**config.mk**
```make
export PLATFORM = sky130hd
export DESIGN_NAME = alu_cmd_sequencer_flat
export DESIGN_NICKNAME = d
export VERILOG_FILES = /design/src/rtl/alu_cmd_sequencer_if.sv /design/src/rtl/alu_cmd_sequencer.sv /design/src/flat_wrapper.sv
export SDC_FILE = /design/constraint.sdc
export NUM_CORES = 1
export LEC_CHECK = 0
export ABC_CLOCK_PERIOD_IN_PS = 3700
export CORE_ASPECT_RATIO = 1.5
export CORE_UTILIZATION = 55
export CTS_BUF_LIST = sky130_fd_sc_hd__clkbuf_8
export DETAILED_ROUTE_END_ITERATION = 8
export GPL_ROUTABILITY_DRIVEN = 0
export HOLD_SLACK_MARGIN = 0.05
export PLACE_DENSITY = 0.9
export SETUP_SLACK_MARGIN = 0.1
export SYNTH_ARGS = -nofsm -noshare
export SYNTH_HDL_FRONTEND = slang
export SYNTH_SLANG_ARGS = --single-unit
```
**constraint.sdc**
```tcl
create_clock -name CLK -period 3.7 [get_ports CLK]
set_input_delay 0.74 -clock CLK [delete_from_list [all_inputs] [get_ports CLK]]
set_output_delay 0.74 -clock CLK [all_outputs]
set_load 0.02 [all_outputs]
```
**src/rtl/alu_cmd_sequencer_if.sv**
```systemverilog
// Signal bundle around alu_cmd_sequencer: byte stream in, ALU operands/result, result bytes out.
// master is the sequencer; slave is the front end, ALU and result sink seen from outside.
interface alu_cmd_sequencer_if;
    logic [7:0]  RX_DATA;
    logic        RX_VALID;
    logic [3:0]  ALU_FUN;
    logic [15:0] ALU_A;
    logic [15:0] ALU_B;
    logic [15:0] ALU_OUT;
    logic        ALU_OUT_VALID;
    logic [7:0]  TX_DATA;
    logic        TX_VALID;
    logic        TX_READY;
    logic        BUSY;
    logic        DONE;
    logic        CMD_ERR;
    logic        OVERRUN;

    modport master (
        input  RX_DATA, RX_VALID, ALU_OUT, ALU_OUT_VALID, TX_READY,
        output ALU_FUN, ALU_A, ALU_B, TX_DATA, TX_VALID, BUSY, DONE, CMD_ERR, OVERRUN
    );

    modport slave (
        output RX_DATA, RX_VALID, ALU_OUT, ALU_OUT_VALID, TX_READY,
        input  ALU_FUN, ALU_A, ALU_B, TX_DATA, TX_VALID, BUSY, DONE, CMD_ERR, OVERRUN
    );
endinterface

```
**src/rtl/alu_cmd_sequencer.sv**
```systemverilog
// ALU initiator: assembles a 5-byte command frame (fun, A_lo, A_hi, B_lo, B_hi), issues it
// to the ALU, captures the result and returns it as two bytes, low byte first.
//
// state   | meaning
// IDLE    | waiting for a function byte
// GET_AL  | waiting for operand A low byte
// GET_AH  | waiting for operand A high byte
// GET_BL  | waiting for operand B low byte
// GET_BH  | waiting for operand B high byte
// ISSUE   | operands stable, ALU registers them at the closing edge
// WAIT    | waiting for ALU_OUT_VALID
// SEND_LO | offering result[7:0]
// SEND_HI | offering result[15:8]
module alu_cmd_sequencer #(
    parameter int         TIMEOUT_CYC = 1024,
    parameter logic [3:0] BAD_FUN     = 4'hF
) (
    input  logic CLK,
    input  logic RST,
    alu_cmd_sequencer_if.master bus
);
    localparam int TIMER_W = (TIMEOUT_CYC > 2) ? $clog2(TIMEOUT_CYC) : 1;
    localparam logic [TIMER_W-1:0] TIMER_LAST = TIMER_W'(TIMEOUT_CYC - 1);

    typedef enum logic [3:0] {
        IDLE, GET_AL, GET_AH, GET_BL, GET_BH, ISSUE, WAIT, SEND_LO, SEND_HI
    } state_t;

    state_t state, state_nxt;

    logic [TIMER_W-1:0] timer, timer_nxt;
    logic [3:0]  alu_fun;
    logic [15:0] alu_a, alu_b, result;
    logic        done_q, cmd_err_q, overrun_q;
    logic        ld_fun, ld_al, ld_ah, ld_bl, ld_bh, ld_result;
    logic        bad_fun, timeout, done_set, timed_state, busy, tx_valid, tmo_hit;
    logic [7:0]  tx_data;

    assign tmo_hit = (timer == TIMER_LAST);

    always_ff @(posedge CLK or posedge RST) begin
        if (RST) state <= IDLE;
        else     state <= state_nxt;
    end

    always_comb begin
        state_nxt   = state;
        ld_fun      = 1'b0;
        ld_al       = 1'b0;
        ld_ah       = 1'b0;
        ld_bl       = 1'b0;
        ld_bh       = 1'b0;
        ld_result   = 1'b0;
        bad_fun     = 1'b0;
        timeout     = 1'b0;
        done_set    = 1'b0;
        timed_state = 1'b0;
        busy        = 1'b0;
        tx_valid    = 1'b0;
        tx_data     = 8'h00;
        case (state)
            IDLE: begin
                if (bus.RX_VALID) begin
                    if (bus.RX_DATA[3:0] == BAD_FUN) begin
                        bad_fun = 1'b1;
                    end else begin
                        ld_fun    = 1'b1;
                        state_nxt = GET_AL;
                    end
                end
            end
            GET_AL, GET_AH, GET_BL, GET_BH: begin
                timed_state = 1'b1;
                if (bus.RX_VALID) begin
                    case (state)
                        GET_AL:  begin ld_al = 1'b1; state_nxt = GET_AH; end
                        GET_AH:  begin ld_ah = 1'b1; state_nxt = GET_BL; end
                        GET_BL:  begin ld_bl = 1'b1; state_nxt = GET_BH; end
                        default: begin ld_bh = 1'b1; state_nxt = ISSUE;  end
                    endcase
                end else if (tmo_hit) begin
                    timeout   = 1'b1;
                    state_nxt = IDLE;
                end
            end
            ISSUE: begin
                busy      = 1'b1;
                state_nxt = WAIT;
            end
            WAIT: begin
                busy        = 1'b1;
                timed_state = 1'b1;
                if (bus.ALU_OUT_VALID) begin
                    ld_result = 1'b1;
                    state_nxt = SEND_LO;
                end else if (tmo_hit) begin
                    timeout   = 1'b1;
                    state_nxt = IDLE;
                end
            end
            SEND_LO: begin
                busy     = 1'b1;
                tx_valid = 1'b1;
                tx_data  = result[7:0];
                if (bus.TX_READY) state_nxt = SEND_HI;
            end
            SEND_HI: begin
                busy     = 1'b1;
                tx_valid = 1'b1;
                tx_data  = result[15:8];
                if (bus.TX_READY) begin
                    done_set  = 1'b1;
                    state_nxt = IDLE;
                end
            end
            default: state_nxt = IDLE;
        endcase
    end

    // Every accepted byte changes state, so a state change alone restarts the idle timer.
    always_comb begin
        timer_nxt = '0;
        if (timed_state && (state_nxt == state)) timer_nxt = timer + TIMER_W'(1);
    end

    always_ff @(posedge CLK or posedge RST) begin
        if (RST) begin
            timer     <= '0;
            alu_fun   <= 4'h0;
            alu_a     <= 16'h0000;
            alu_b     <= 16'h0000;
            result    <= 16'h0000;
            done_q    <= 1'b0;
            cmd_err_q <= 1'b0;
            overrun_q <= 1'b0;
        end else begin
            timer <= timer_nxt;
            if (ld_fun)    alu_fun     <= bus.RX_DATA[3:0];
            if (ld_al)     alu_a[7:0]  <= bus.RX_DATA;
            if (ld_ah)     alu_a[15:8] <= bus.RX_DATA;
            if (ld_bl)     alu_b[7:0]  <= bus.RX_DATA;
            if (ld_bh)     alu_b[15:8] <= bus.RX_DATA;
            if (ld_result) result      <= bus.ALU_OUT;
            done_q    <= done_set;
            cmd_err_q <= bad_fun | timeout;
            overrun_q <= busy & bus.RX_VALID;
        end
    end

    assign bus.ALU_FUN  = alu_fun;
    assign bus.ALU_A    = alu_a;
    assign bus.ALU_B    = alu_b;
    assign bus.TX_DATA  = tx_data;
    assign bus.TX_VALID = tx_valid;
    assign bus.BUSY     = busy;
    assign bus.DONE     = done_q;
    assign bus.CMD_ERR  = cmd_err_q;
    assign bus.OVERRUN  = overrun_q;
endmodule

```
**src/flat_wrapper.sv**
```systemverilog
// flat-port wrapper written by rule: the top's interface ports become plain ports
module alu_cmd_sequencer_flat 
#(
    parameter int         TIMEOUT_CYC = 1024,
    parameter logic [3:0] BAD_FUN     = 4'hF
)
  (CLK, RST, bus_RX_DATA, bus_RX_VALID, bus_ALU_OUT, bus_ALU_OUT_VALID, bus_TX_READY, bus_ALU_FUN, bus_ALU_A, bus_ALU_B, bus_TX_DATA, bus_TX_VALID, bus_BUSY, bus_DONE, bus_CMD_ERR, bus_OVERRUN);
  alu_cmd_sequencer_if bus_i ();
  input  logic CLK;
  input  logic RST;
  input wire logic [$bits(bus_i.RX_DATA)-1:0] bus_RX_DATA;
  input wire logic [$bits(bus_i.RX_VALID)-1:0] bus_RX_VALID;
  input wire logic [$bits(bus_i.ALU_OUT)-1:0] bus_ALU_OUT;
  input wire logic [$bits(bus_i.ALU_OUT_VALID)-1:0] bus_ALU_OUT_VALID;
  input wire logic [$bits(bus_i.TX_READY)-1:0] bus_TX_READY;
  output wire logic [$bits(bus_i.ALU_FUN)-1:0] bus_ALU_FUN;
  output wire logic [$bits(bus_i.ALU_A)-1:0] bus_ALU_A;
  output wire logic [$bits(bus_i.ALU_B)-1:0] bus_ALU_B;
  output wire logic [$bits(bus_i.TX_DATA)-1:0] bus_TX_DATA;
  output wire logic [$bits(bus_i.TX_VALID)-1:0] bus_TX_VALID;
  output wire logic [$bits(bus_i.BUSY)-1:0] bus_BUSY;
  output wire logic [$bits(bus_i.DONE)-1:0] bus_DONE;
  output wire logic [$bits(bus_i.CMD_ERR)-1:0] bus_CMD_ERR;
  output wire logic [$bits(bus_i.OVERRUN)-1:0] bus_OVERRUN;
  assign bus_i.RX_DATA = bus_RX_DATA;
  assign bus_i.RX_VALID = bus_RX_VALID;
  assign bus_i.ALU_OUT = bus_ALU_OUT;
  assign bus_i.ALU_OUT_VALID = bus_ALU_OUT_VALID;
  assign bus_i.TX_READY = bus_TX_READY;
  assign bus_ALU_FUN = bus_i.ALU_FUN;
  assign bus_ALU_A = bus_i.ALU_A;
  assign bus_ALU_B = bus_i.ALU_B;
  assign bus_TX_DATA = bus_i.TX_DATA;
  assign bus_TX_VALID = bus_i.TX_VALID;
  assign bus_BUSY = bus_i.BUSY;
  assign bus_DONE = bus_i.DONE;
  assign bus_CMD_ERR = bus_i.CMD_ERR;
  assign bus_OVERRUN = bus_i.OVERRUN;
  alu_cmd_sequencer #(.TIMEOUT_CYC(TIMEOUT_CYC), .BAD_FUN(BAD_FUN)) u_core (.CLK(CLK), .RST(RST), .bus(bus_i));
endmodule
```
---- After elaboration in Yosys (flattened, before gate mapping) ----
Cells that the tools add are included.
operators by class
  $add $sub $neg .......................... 1
  $mul .................................... 0
  divide/modulo/power cells ............... 0
  magnitude comparators ................... 0
  equal/unequal tests ..................... 11
  shift-type cells ........................ 0
  muxes and demuxes ....................... 40
  bitwise logic cells ..................... 2
  reductions and logical operators ........ 7
operator list
  operator               count
  $mux 1                 28
  $mux 4                 7
  $pmux 4 s6             1
  $eq 4x3->1 const B     4
  $pmux 8 s2             1
  $add 10x1->10 const B  1
  $eq 10x10->1 const B   1
  $mux 10                1
  $pmux 3 s3             1
  $eq 4x2->1 const B     2
  $eq 4x4->1 const B     2
  $reduce_or 4->1        2
  $reduce_or 5->1        1
  $eq 4x1->1 const B     1
  $eq 4x4->1             1
  $logic_not 4->1        1
  $reduce_or 3->1        1
  $pmux 1 s2             1
  $reduce_or 2->1        1
  $and 1x1->1            1
  $logic_and 1x1->1      1
  $or 1x1->1             1
word-level totals
  flip-flop bits (word level) ............. 69
  latch bits .............................. 0
  RAM bits ................................ 0
  ROM bits ................................ 0
  input port bits ......................... 29
  output and inout bits ................... 49
  word-level logic and storage cells ...... 72
  memories kept ........................... 0

---- Logic depth before layout (Yosys ltp) ----
Gate-level depths: netlist of run 1.
  word-level depth ........................ 7
  mapped depth ............................ 7
  mapped depth without buffers ............ 6

---- Worst setup path after synthesis of run 1 ----
Ideal clock, no wire load.
  kind .................................... reg-to-output
  start ................................... register u_core.state[0]
  end ..................................... output port bus_TX_DATA[0]
  arrival ................................. 1.368 ns
  required time ........................... 2.960 ns
  path slack .............................. 1.592 ns
  cell stages (with the launch flop) ...... 6
  buffers on the path ..................... 1
  cell sequence ........................... dfrtp_1 -> buf_6 -> nor2_2 -> nand2_1 -> nor2_1 -> a22o_1
between the ends
  longest elaborated chain between the ends .. 2
  elaborated cells between the ends (all ways) .. 3
  those cells by class .................... eq/ne: 2; mux: 1
ends and longest elaborated chain
  item                                      line                     RTL
  from (decl)                               alu_cmd_sequencer.sv:29  state_t state, state_nxt;
  from (signal assigned)                    alu_cmd_sequencer.sv:43  else state <= state_nxt;
  $eq 4x4->1 or $eq 4x3->1 (tied branches)  alu_cmd_sequencer.sv:61  case (state)
  $pmux 8 s2 (*)                            alu_cmd_sequencer.sv:61
  to (decl)                                 flat_wrapper.sv:19       output wire logic [$bits(bus_i.TX_DATA)-1:0] bus_TX_DATA;
Mark *: on every way between the ends. The rest lies on a longest branch, timed or not.

---- Worst setup path in the final report of run 1 ----
  start ................................... register u_core.state[0]
  end ..................................... output port bus_TX_DATA[7]
The elaborated chain is that of the path after synthesis.

==> results of run 1 <==
[path summary, 6_finish.rpt]
kind / start / end / cells past startpoint
min in group asynchronous: RST / u_core.result[2] / 3
max reg2reg: u_core.state[0] / u_core.timer[1] / 5
max in group asynchronous: RST / u_core.timer[5] / 3
max: u_core.state[0] / bus_TX_DATA[7] / 5
min reg2reg: u_core.timer[0] / u_core.timer[0] / 1
min: u_core.timer[0] / u_core.timer[0] / 1
[routing by layer]
metal / vias up / track usage, %
met5: - / 0
met4: 0 / 15.53
met3: 29 / 5.825
met2: 86 / 45.12
met1: 1117 / 31.34
li1: 1044 / -
[cells in the mapped netlist, types with 2 or more instances]
cell	instances	share of area [%]
a21oi_1	4	0.64
a22o_1	8	2.2
and2_1	2	0.40
and3_1	3	0.60
and4_1	3	0.84
buf_2	5	0.80
buf_6	2	0.72
clkbuf_1	2	0.24
dfrtp_1	69	55
inv_1	2	0.24
mux2_2	48	17
nand2_1	10	1.2
nand2b_1	5	1.0
nand3_1	6	0.96
nand4_1	3	0.60
nor2_1	4	0.48
nor2b_1	4	0.80
nor3_1	7	1.1
nor3b_1	5	1.2
o21ai_0	6	0.96
o221ai_2	2	0.96
o22a_1	4	1.1
xnor2_1	4	1.1
xor2_1	5	1.4
[cell families (layout without fill, tap and decap cells)]
| logic type | count (synthesis) | in the layout |
|---|---|---|
| xor+xnor | 9 | 9 |
| fa+ha+maj | 1 | 1 |
| buf+inv | 11 | 98 |
| flops | 69 | 69 |
| compound gates | 35 | 35 |
| simple gates | 65 | 65 |
| mux | 48 | 48 |
[power breakdown]
group,switching (mW),total [mW],internal (mW)
sequential,0.227,1.29,1.07
clock,0.274,0.618,0.343
combinational,0.743,1.54,0.793
[flip-flops by register name, summed over array words and instances (netlist names)]
signal	cells
u_core.bus.ALU_FUN	4
u_core.state	4
u_core.timer	10
u_core.result	16
u_core.bus.DONE	1
u_core.bus.ALU_B	16
u_core.bus.CMD_ERR	1
u_core.bus.OVERRUN	1
u_core.bus.ALU_A	16
[worst max-delay path, cell delays in order (launching register included)]
cell and delay [ns]:
dfrtp_1 0.58, nor2_2 0.33, nand2_1 0.08, nor2_1 0.50
a22o_1 0.25, clkdlybuf4s50_1 0.61
[final cells by class]
type | count | area [sq um] | area share, %
repair buffers | 80 | 793.3 | 19.15
clock buffers | 11 | 151.4 | 3.654
inverters | 2 | 7.507 | 0.1812
well taps | 70 | 87.58 | 2.114
flip-flops and latches | 69 | 1727 | 41.68
multi-input cells | 158 | 1325 | 31.98
clock inverters | 5 | 51.30 | 1.238
==> results.toml, run 1 <==
[detailed_routing]
wl_met2_mm = 3.844
wl_met1_mm = 2.720
dr.pass1.iters = 4
ant_nets = 0
drtIter0Drc = 137
wl_met3_um = 331
vias_per_cell = 5.762
drc = 0
routedWlPerCell_um = 18.21
maxUsedRoutingLayer = "met4"
wirelength_mm = 7.191
vias = 2276

[place]
port-buffer-count = 77
dp_cells = 379
dpl.hpwl_mm = 5.109
place_area_sq_um = 3940
place_ws_ns = 0.6566

[outcome]
status = "finished, final reports clean"

[clock_network]
clkLatencyLatePin_ns = 0.34
clk_pin_slew_worst_paths_ns = 0.07
postCtsHoldBufs = 0
cts-root-buf = "clkbuf_8"
cts.sink_count = 69
cts-htree-levels = 3
post_cts_buffers = 0
cts_buffers = 9
ctsResizeCount = 0
cts_buffer_depth = 2
cts_tree = "yes"

[layout]
fin_util_pct = 76.01
antenna_cells = 0
final_cells = 395
final_cell_mix = "77 x clkdlybuf4s50_1, 69 x dfrtp_1, 48 x mux2_2"
layout_commonest_cell = "clkdlybuf4s50_1"
drive_gt1_share_pct = 23.38
layout.filler_cells = 368
postLayoutCellArea_sq_um = 4143
syn_to_final_growth_pct = 33.03
layout.nets = 350

[power_and_ir_drop]
p_per_area_nw_per_um2 = 831.7
peakVddDrop_v = 0.0005451
p_leak_nw = 1.731
finalPower_mw = 3.446

[setup_path]
end_kind = "output pin"
r2r_setup_slack_ns = 1.46
required_ns = 2.96
start_kind = "flip-flop"
cp.arrival_ns = 2.69
cp_max_fo = 19
crit_type = "flip-flop to output pin"

[die]
core_area_sq_um = 5450
die_y_um = 94.16
io_pins = 78
start_util_pct = 57.14
die-width_um = 63.44
dieArea_sq_um = 5974
row_count = 33

[yosys]
ys_seq_elements = 69
syn_area_sq_um = 3114
synth_mux_area_share_pct = 17.36
synth_cell_type_count = 49
yosys_warnings = 0
synth_top_family_by_area = "multiplexers"
synth_xor_area_share_pct = 2.531
seq_area_frac_synth_pct = 55.44
ys_async_sr_fraction_pct = 100.0
synthFlopType = "dfrtp_1"
syn_nets = 268
synth-edff-count = 0
synth_compound_area_share_pct = 9.281
synth_fa_ha_area_share_pct = 0.4018
synth_simple_gate_area_share_pct = 12.98
synth_area_per_cell_sq_um = 13.09
synthCells = 238

[timing]
setup_tns_ns = 0
rsz0062_at_grt = "no"
whs_ns = 0.4934
finalHoldViolCount = 0
setup_violations = 0
fmax_ghz = 0.2915
setup_slack_ns = 0.2697
slew_headroom_pct = 57.64
fin_crit_sh_pct = 92.71
finalClockSkew_ns = 0.008702
worstMarginPinSlew_ns = 0.6342
finalCriticalPeriod_ns = 3.430
maxSlewViolCount = 0

[hold_path]
hold_class = "flip-flop to flip-flop"

[global_routing]
grt_usage_pct = 26.87
grt_max_degree = 46
gr-total-overflow = 0
grt_pass1_wl_mm = 11.78
grt_pass1_vias = 2345
antenna_found_initial = 0

[job]
drv_cap = 0
No activity file was read; power rests on OpenSTA's default activity.
==> run 2, diff against run 1 <==
Settings changed: CORE_ASPECT_RATIO 1.5 to 0.9, CTS_CLUSTER_SIZE from default to 10.
==> run 2 against run 1 <==
Compared with the run above: critical endpoint is now bus_TX_DATA[3]; largest power group unchanged; critical path depth unchanged; register-to-register slack got worse by 0.14 ns; worst setup slack better by 0.10 ns; clock skew is 0.0022 ns lower; global-route usage grew 1.1 points; cell count is 1.0% lower; sequential cell count unchanged; clock-buffer cell count is 2 lower; fmax rose by 3.0%; highest routed layer unchanged; combinational power about the same; critical path type unchanged.
==> results.toml, run 2 (synthesis results as in run 1) <==
[die]
dieArea_sq_um = 5968
die_y_um = 73.39
die-width_um = 81.32
start_util_pct = 58.22
io_pins = 78
row_count = 25
core_area_sq_um = 5349

[layout]
layout.nets = 350
antenna_cells = 0
layout_commonest_cell = "clkdlybuf4s50_1"
layout.filler_cells = 322
final_cell_mix = "77 x clkdlybuf4s50_1, 69 x dfrtp_1, 48 x mux2_2"
postLayoutCellArea_sq_um = 4144
syn_to_final_growth_pct = 33.07
drive_gt1_share_pct = 23.46
fin_util_pct = 77.47

[timing]
rsz0062_at_grt = "no"
fmax_ghz = 0.3003
finalClockSkew_ns = 0.006475
finalHoldViolCount = 0
finalCriticalPeriod_ns = 3.330
fin_crit_sh_pct = 89.99
setup_violations = 0
worstMarginPinSlew_ns = 0.7164
maxSlewViolCount = 0
setup_slack_ns = 0.3705
setup_tns_ns = 0
whs_ns = 0.4946
slew_headroom_pct = 52.15

[global_routing]
grt_pass1_wl_mm = 12.08
grt_max_degree = 36
antenna_found_initial = 0
grt_usage_pct = 28.00
grt_pass1_vias = 2381
gr-total-overflow = 0

[setup_path]
start_kind = "flip-flop"
cp_slowest_stage_delay_ns = 0.61
slowest_stage = "clkdlybuf4s50_1"
crit_top_cell = "nor2_2"
end_kind = "output pin"
critPathBufInv = 1
cp_max_fo = 19
cp.arrival_ns = 2.59
required_ns = 2.96
crit_family = "simple AND/OR/NAND/NOR gates"
crit_type = "flip-flop to output pin"
path_cells = "nor2_2 -> nand2_1 -> nor2_2 -> a22o_1 -> clkdlybuf4s50_1"

[outcome]
status = "finished, final reports clean"

[power_and_ir_drop]
p_leak_nw = 1.730
p_per_area_nw_per_um2 = 846.6
peakVddDrop_v = 0.0005923

[detailed_routing]
dr.pass1.iters = 4
ant_nets = 0
drtIter0Drc = 255
wirelength_mm = 7.317
vias_per_cell = 5.941
drc = 0
vias = 2323
routedWlPerCell_um = 18.71

[clock_network]
clkLatencyLatePin_ns = 0.34
cts_tree = "yes"
cts-htree-levels = 3
cts_buffer_depth = 2
ctsResizeCount = 0
post_cts_buffers = 0
postCtsHoldBufs = 0
cts-root-buf = "clkbuf_8"
cts_buffers = 9
clk_pin_slew_worst_paths_ns = 0.08
cts.sink_count = 69

[place]
dpl.hpwl_mm = 5.164
place_area_sq_um = 3936
place_ws_ns = 0.6339
port-buffer-count = 77

[hold_path]
hold_class = "flip-flop to flip-flop"

[job]
drv_cap = 0
run 2: per-layer routing:
layer / share of wire, % / GRT usage, %
met1: 42 / 36.71
met2: 50 / 42.31
met3: 6.3 / 8.323
met4: 2.0 / 14.09
met5: 0 / 0
run 2: worst paths after layout:
| check | from | end | slack (ns) | depth (start not counted) |
|---|---|---|---|---|
| max in group asynchronous | RST | u_core.bus.ALU_B[8] | 2.16 | 3 |
| setup / recovery | u_core.state[0] | bus_TX_DATA[3] | 0.37 | 5 |
| setup reg to reg | u_core.state[3] | u_core.timer[0] | 1.32 | 5 |
| hold reg to reg | u_core.bus.ALU_FUN[1] | u_core.bus.ALU_FUN[1] | 0.49 | 1 |
| min in group asynchronous | RST | u_core.result[0] | 0.82 | 2 |
| hold / removal | u_core.bus.ALU_FUN[1] | u_core.bus.ALU_FUN[1] | 0.49 | 1 |
run 2: power by group:
part / switching (mW) / internal, mW / total, mW / leakage, nW
Clock: 0.281 / 0.371 / 0.652 / 0.112
Combinational: 0.757 / 0.793 / 1.55 / 0.764
Sequential: 0.241 / 1.07 / 1.31 / 0.855
run 2: through the flow:
step           instances  power, mW
2_1_floorplan        238      2.195
3_3_place_gp         376      2.784
3_5_place_dp         376      2.858
4_1_cts              391      3.520
5_1_grt              391      3.685
6_report             391      3.508
run 2: worst reg2reg max path, stage by stage (launching register included):
cell and delay, ns:
dfrtp_1 0.66, and4b_1 0.41, nand2b_1 0.20, o21ai_0 0.16, a211oi_2 0.66, nor3_1 0.14
run 2: area by class of cell:
class	count	area [sq um]	area share [%]
sequential	69	1727	41.67
multi-input combinational	158	1328	32.03
timing repair buffer	80	793.3	19.14
clock buffer	9	123.9	2.989
tap	67	83.83	2.023
clock inverter	6	81.33	1.963
inverter	2	7.507	0.1812
==> run 3, diff against run 2 <==
==> constraint.sdc (replaced) <==
create_clock -name CLK -period 3.7 [get_ports CLK]
set_input_delay 0.74 -clock CLK [delete_from_list [all_inputs] [get_ports CLK]]
set_output_delay 0.74 -clock CLK [all_outputs]
set_load 0.005 [all_outputs]
==> run 3 against run 2 <==
Compared with the run above: first-iteration DRC count down 57%; die area stayed put; clock power shrank 14%; global-route usage decreased by 2.1 points; clock-buffer cell count unchanged; worst hold slack better by 0.0050 ns; sequential power hardly changed.
==> results.toml, run 3 (synthesis results as in run 1) <==
[clock_network]
postCtsHoldBufs = 0
cts_buffers = 9
cts-root-buf = "clkbuf_8"
clk_pin_slew_worst_paths_ns = 0.08
post_cts_buffers = 0
clkLatencyLatePin_ns = 0.35
cts.sink_count = 69
cts_buffer_depth = 2
cts-htree-levels = 3
cts_tree = "yes"
ctsResizeCount = 0

[setup_path]
cp_slowest_stage_delay_ns = 0.58
crit_family = "simple AND/OR/NAND/NOR gates"
slowest_stage = "dfrtp_1"
path_depth = 5
required_ns = 2.96
critPathBufInv = 1
reg2regPathDepth = 5
start_kind = "flip-flop"
path_cells = "nor2_2 -> nand2_1 -> nor2_1 -> a22o_1 -> clkdlybuf4s50_1"
crit_type = "flip-flop to output pin"
end_kind = "output pin"
cp.arrival_ns = 2.62
cp_max_fo = 19

[timing]
finalClockSkew_ns = 0.01175
setup_tns_ns = 0
setup_violations = 0
worstMarginPinSlew_ns = 0.6691
fmax_ghz = 0.2976
fin_crit_sh_pct = 90.82
finalCriticalPeriod_ns = 3.360
finalHoldViolCount = 0
rsz0062_at_grt = "no"
slew_headroom_pct = 55.31
maxSlewViolCount = 0
whs_ns = 0.4996

[global_routing]
antenna_found_initial = 0
grt_pass1_wl_mm = 11.14
grt_usage_pct = 25.90
grt_max_degree = 35
gr-total-overflow = 0
grt_pass1_vias = 2219

[place]
place_area_sq_um = 3936
dpl.hpwl_mm = 4.863
dp_cells = 376
port-buffer-count = 77

[die]
start_util_pct = 58.22
dieArea_sq_um = 5968
core_area_sq_um = 5349
die-width_um = 81.32
die_y_um = 73.39
row_count = 25
io_pins = 78

[outcome]
status = "finished, final reports clean"

[power_and_ir_drop]
peakVddDrop_v = 0.0005825
p_leak_nw = 1.698
p_per_area_nw_per_um2 = 759.6

[layout]
layout_commonest_cell = "clkdlybuf4s50_1"
layout.nets = 350
final_cell_mix = "77 x clkdlybuf4s50_1, 69 x dfrtp_1, 48 x mux2_2"
multiInputGateArea_sq_um = 1325
fin_util_pct = 76.96
regArea_sq_um = 1727
postLayoutCellArea_sq_um = 4116
drive_gt1_share_pct = 24.00
layout.filler_cells = 339
antenna_cells = 0
syn_to_final_growth_pct = 32.18
final_cells = 392

[detailed_routing]
vias_per_cell = 5.776
maxUsedRoutingLayer = "met4"
wl_met3_um = 515
drc = 0
routedWlPerCell_um = 17.52
dr.pass1.iters = 4
drtIter0Drc = 109
wl_met2_mm = 3.309
wl_met1_mm = 2.974
wirelength_mm = 6.866
ant_nets = 0
vias = 2264

[hold_path]
hold_class = "flip-flop to flip-flop"
hold_depth = 1

[job]
drv_cap = 0
-- run 3: cell count changes in the layout (fill, tap and decap cells not counted), sizes merged --
cell,change
clkinvlp,+4
bufinv,-2
clkinv,-2
inv,+1
-- run 3: stage by stage --
stage / power (mW) / worst slack (ns)
finish: 3.127 / 0.3397
global placement: 2.522 / 0.8115
global route: 3.298 / 0.1385
CTS: 3.138 / 0.3740
floorplan: 1.940 / 1.220
detailed placement: 2.570 / 0.7628
-- run 3: cell type report --
| class | count | share of cell area, % |
|---|---|---|
| Clock buffer | 9 | 3.009 |
| Sequential cell | 69 | 41.95 |
| Timing Repair Buffer | 80 | 19.27 |
| Multi-Input combinational cell | 158 | 32.19 |
| Clock inverter | 7 | 1.368 |
| Tap cell | 67 | 2.036 |
| Inverter | 2 | 0.1824 |
-- run 3: path summary, 6_finish.rpt --
path | from | to | slack [ns]
worst min register to register | u_core.bus.ALU_FUN[1] | u_core.bus.ALU_FUN[1] | 0.50
min in group asynchronous | RST | u_core.bus.ALU_A[10] | 0.81
worst max-delay path | u_core.state[0] | bus_TX_DATA[3] | 0.34
worst max register to register | u_core.state[0] | u_core.timer[0] | 1.38
max in group asynchronous | RST | u_core.timer[3] | 2.19
worst min-delay path | u_core.bus.ALU_FUN[1] | u_core.bus.ALU_FUN[1] | 0.50
-- run 3: report_power, final --
group          switching (mW)  internal [mW]  total (mW)
sequential              0.226           1.06        1.29
combinational           0.487          0.788        1.28
clock                   0.312          0.249       0.561
-- run 3: layer usage --
metal	vias up	global-route usage, %
met5	-	0
met4	0	7.143
met3	7	9.317
met2	83	40.19
met1	1135	34.39
li1	1039	-
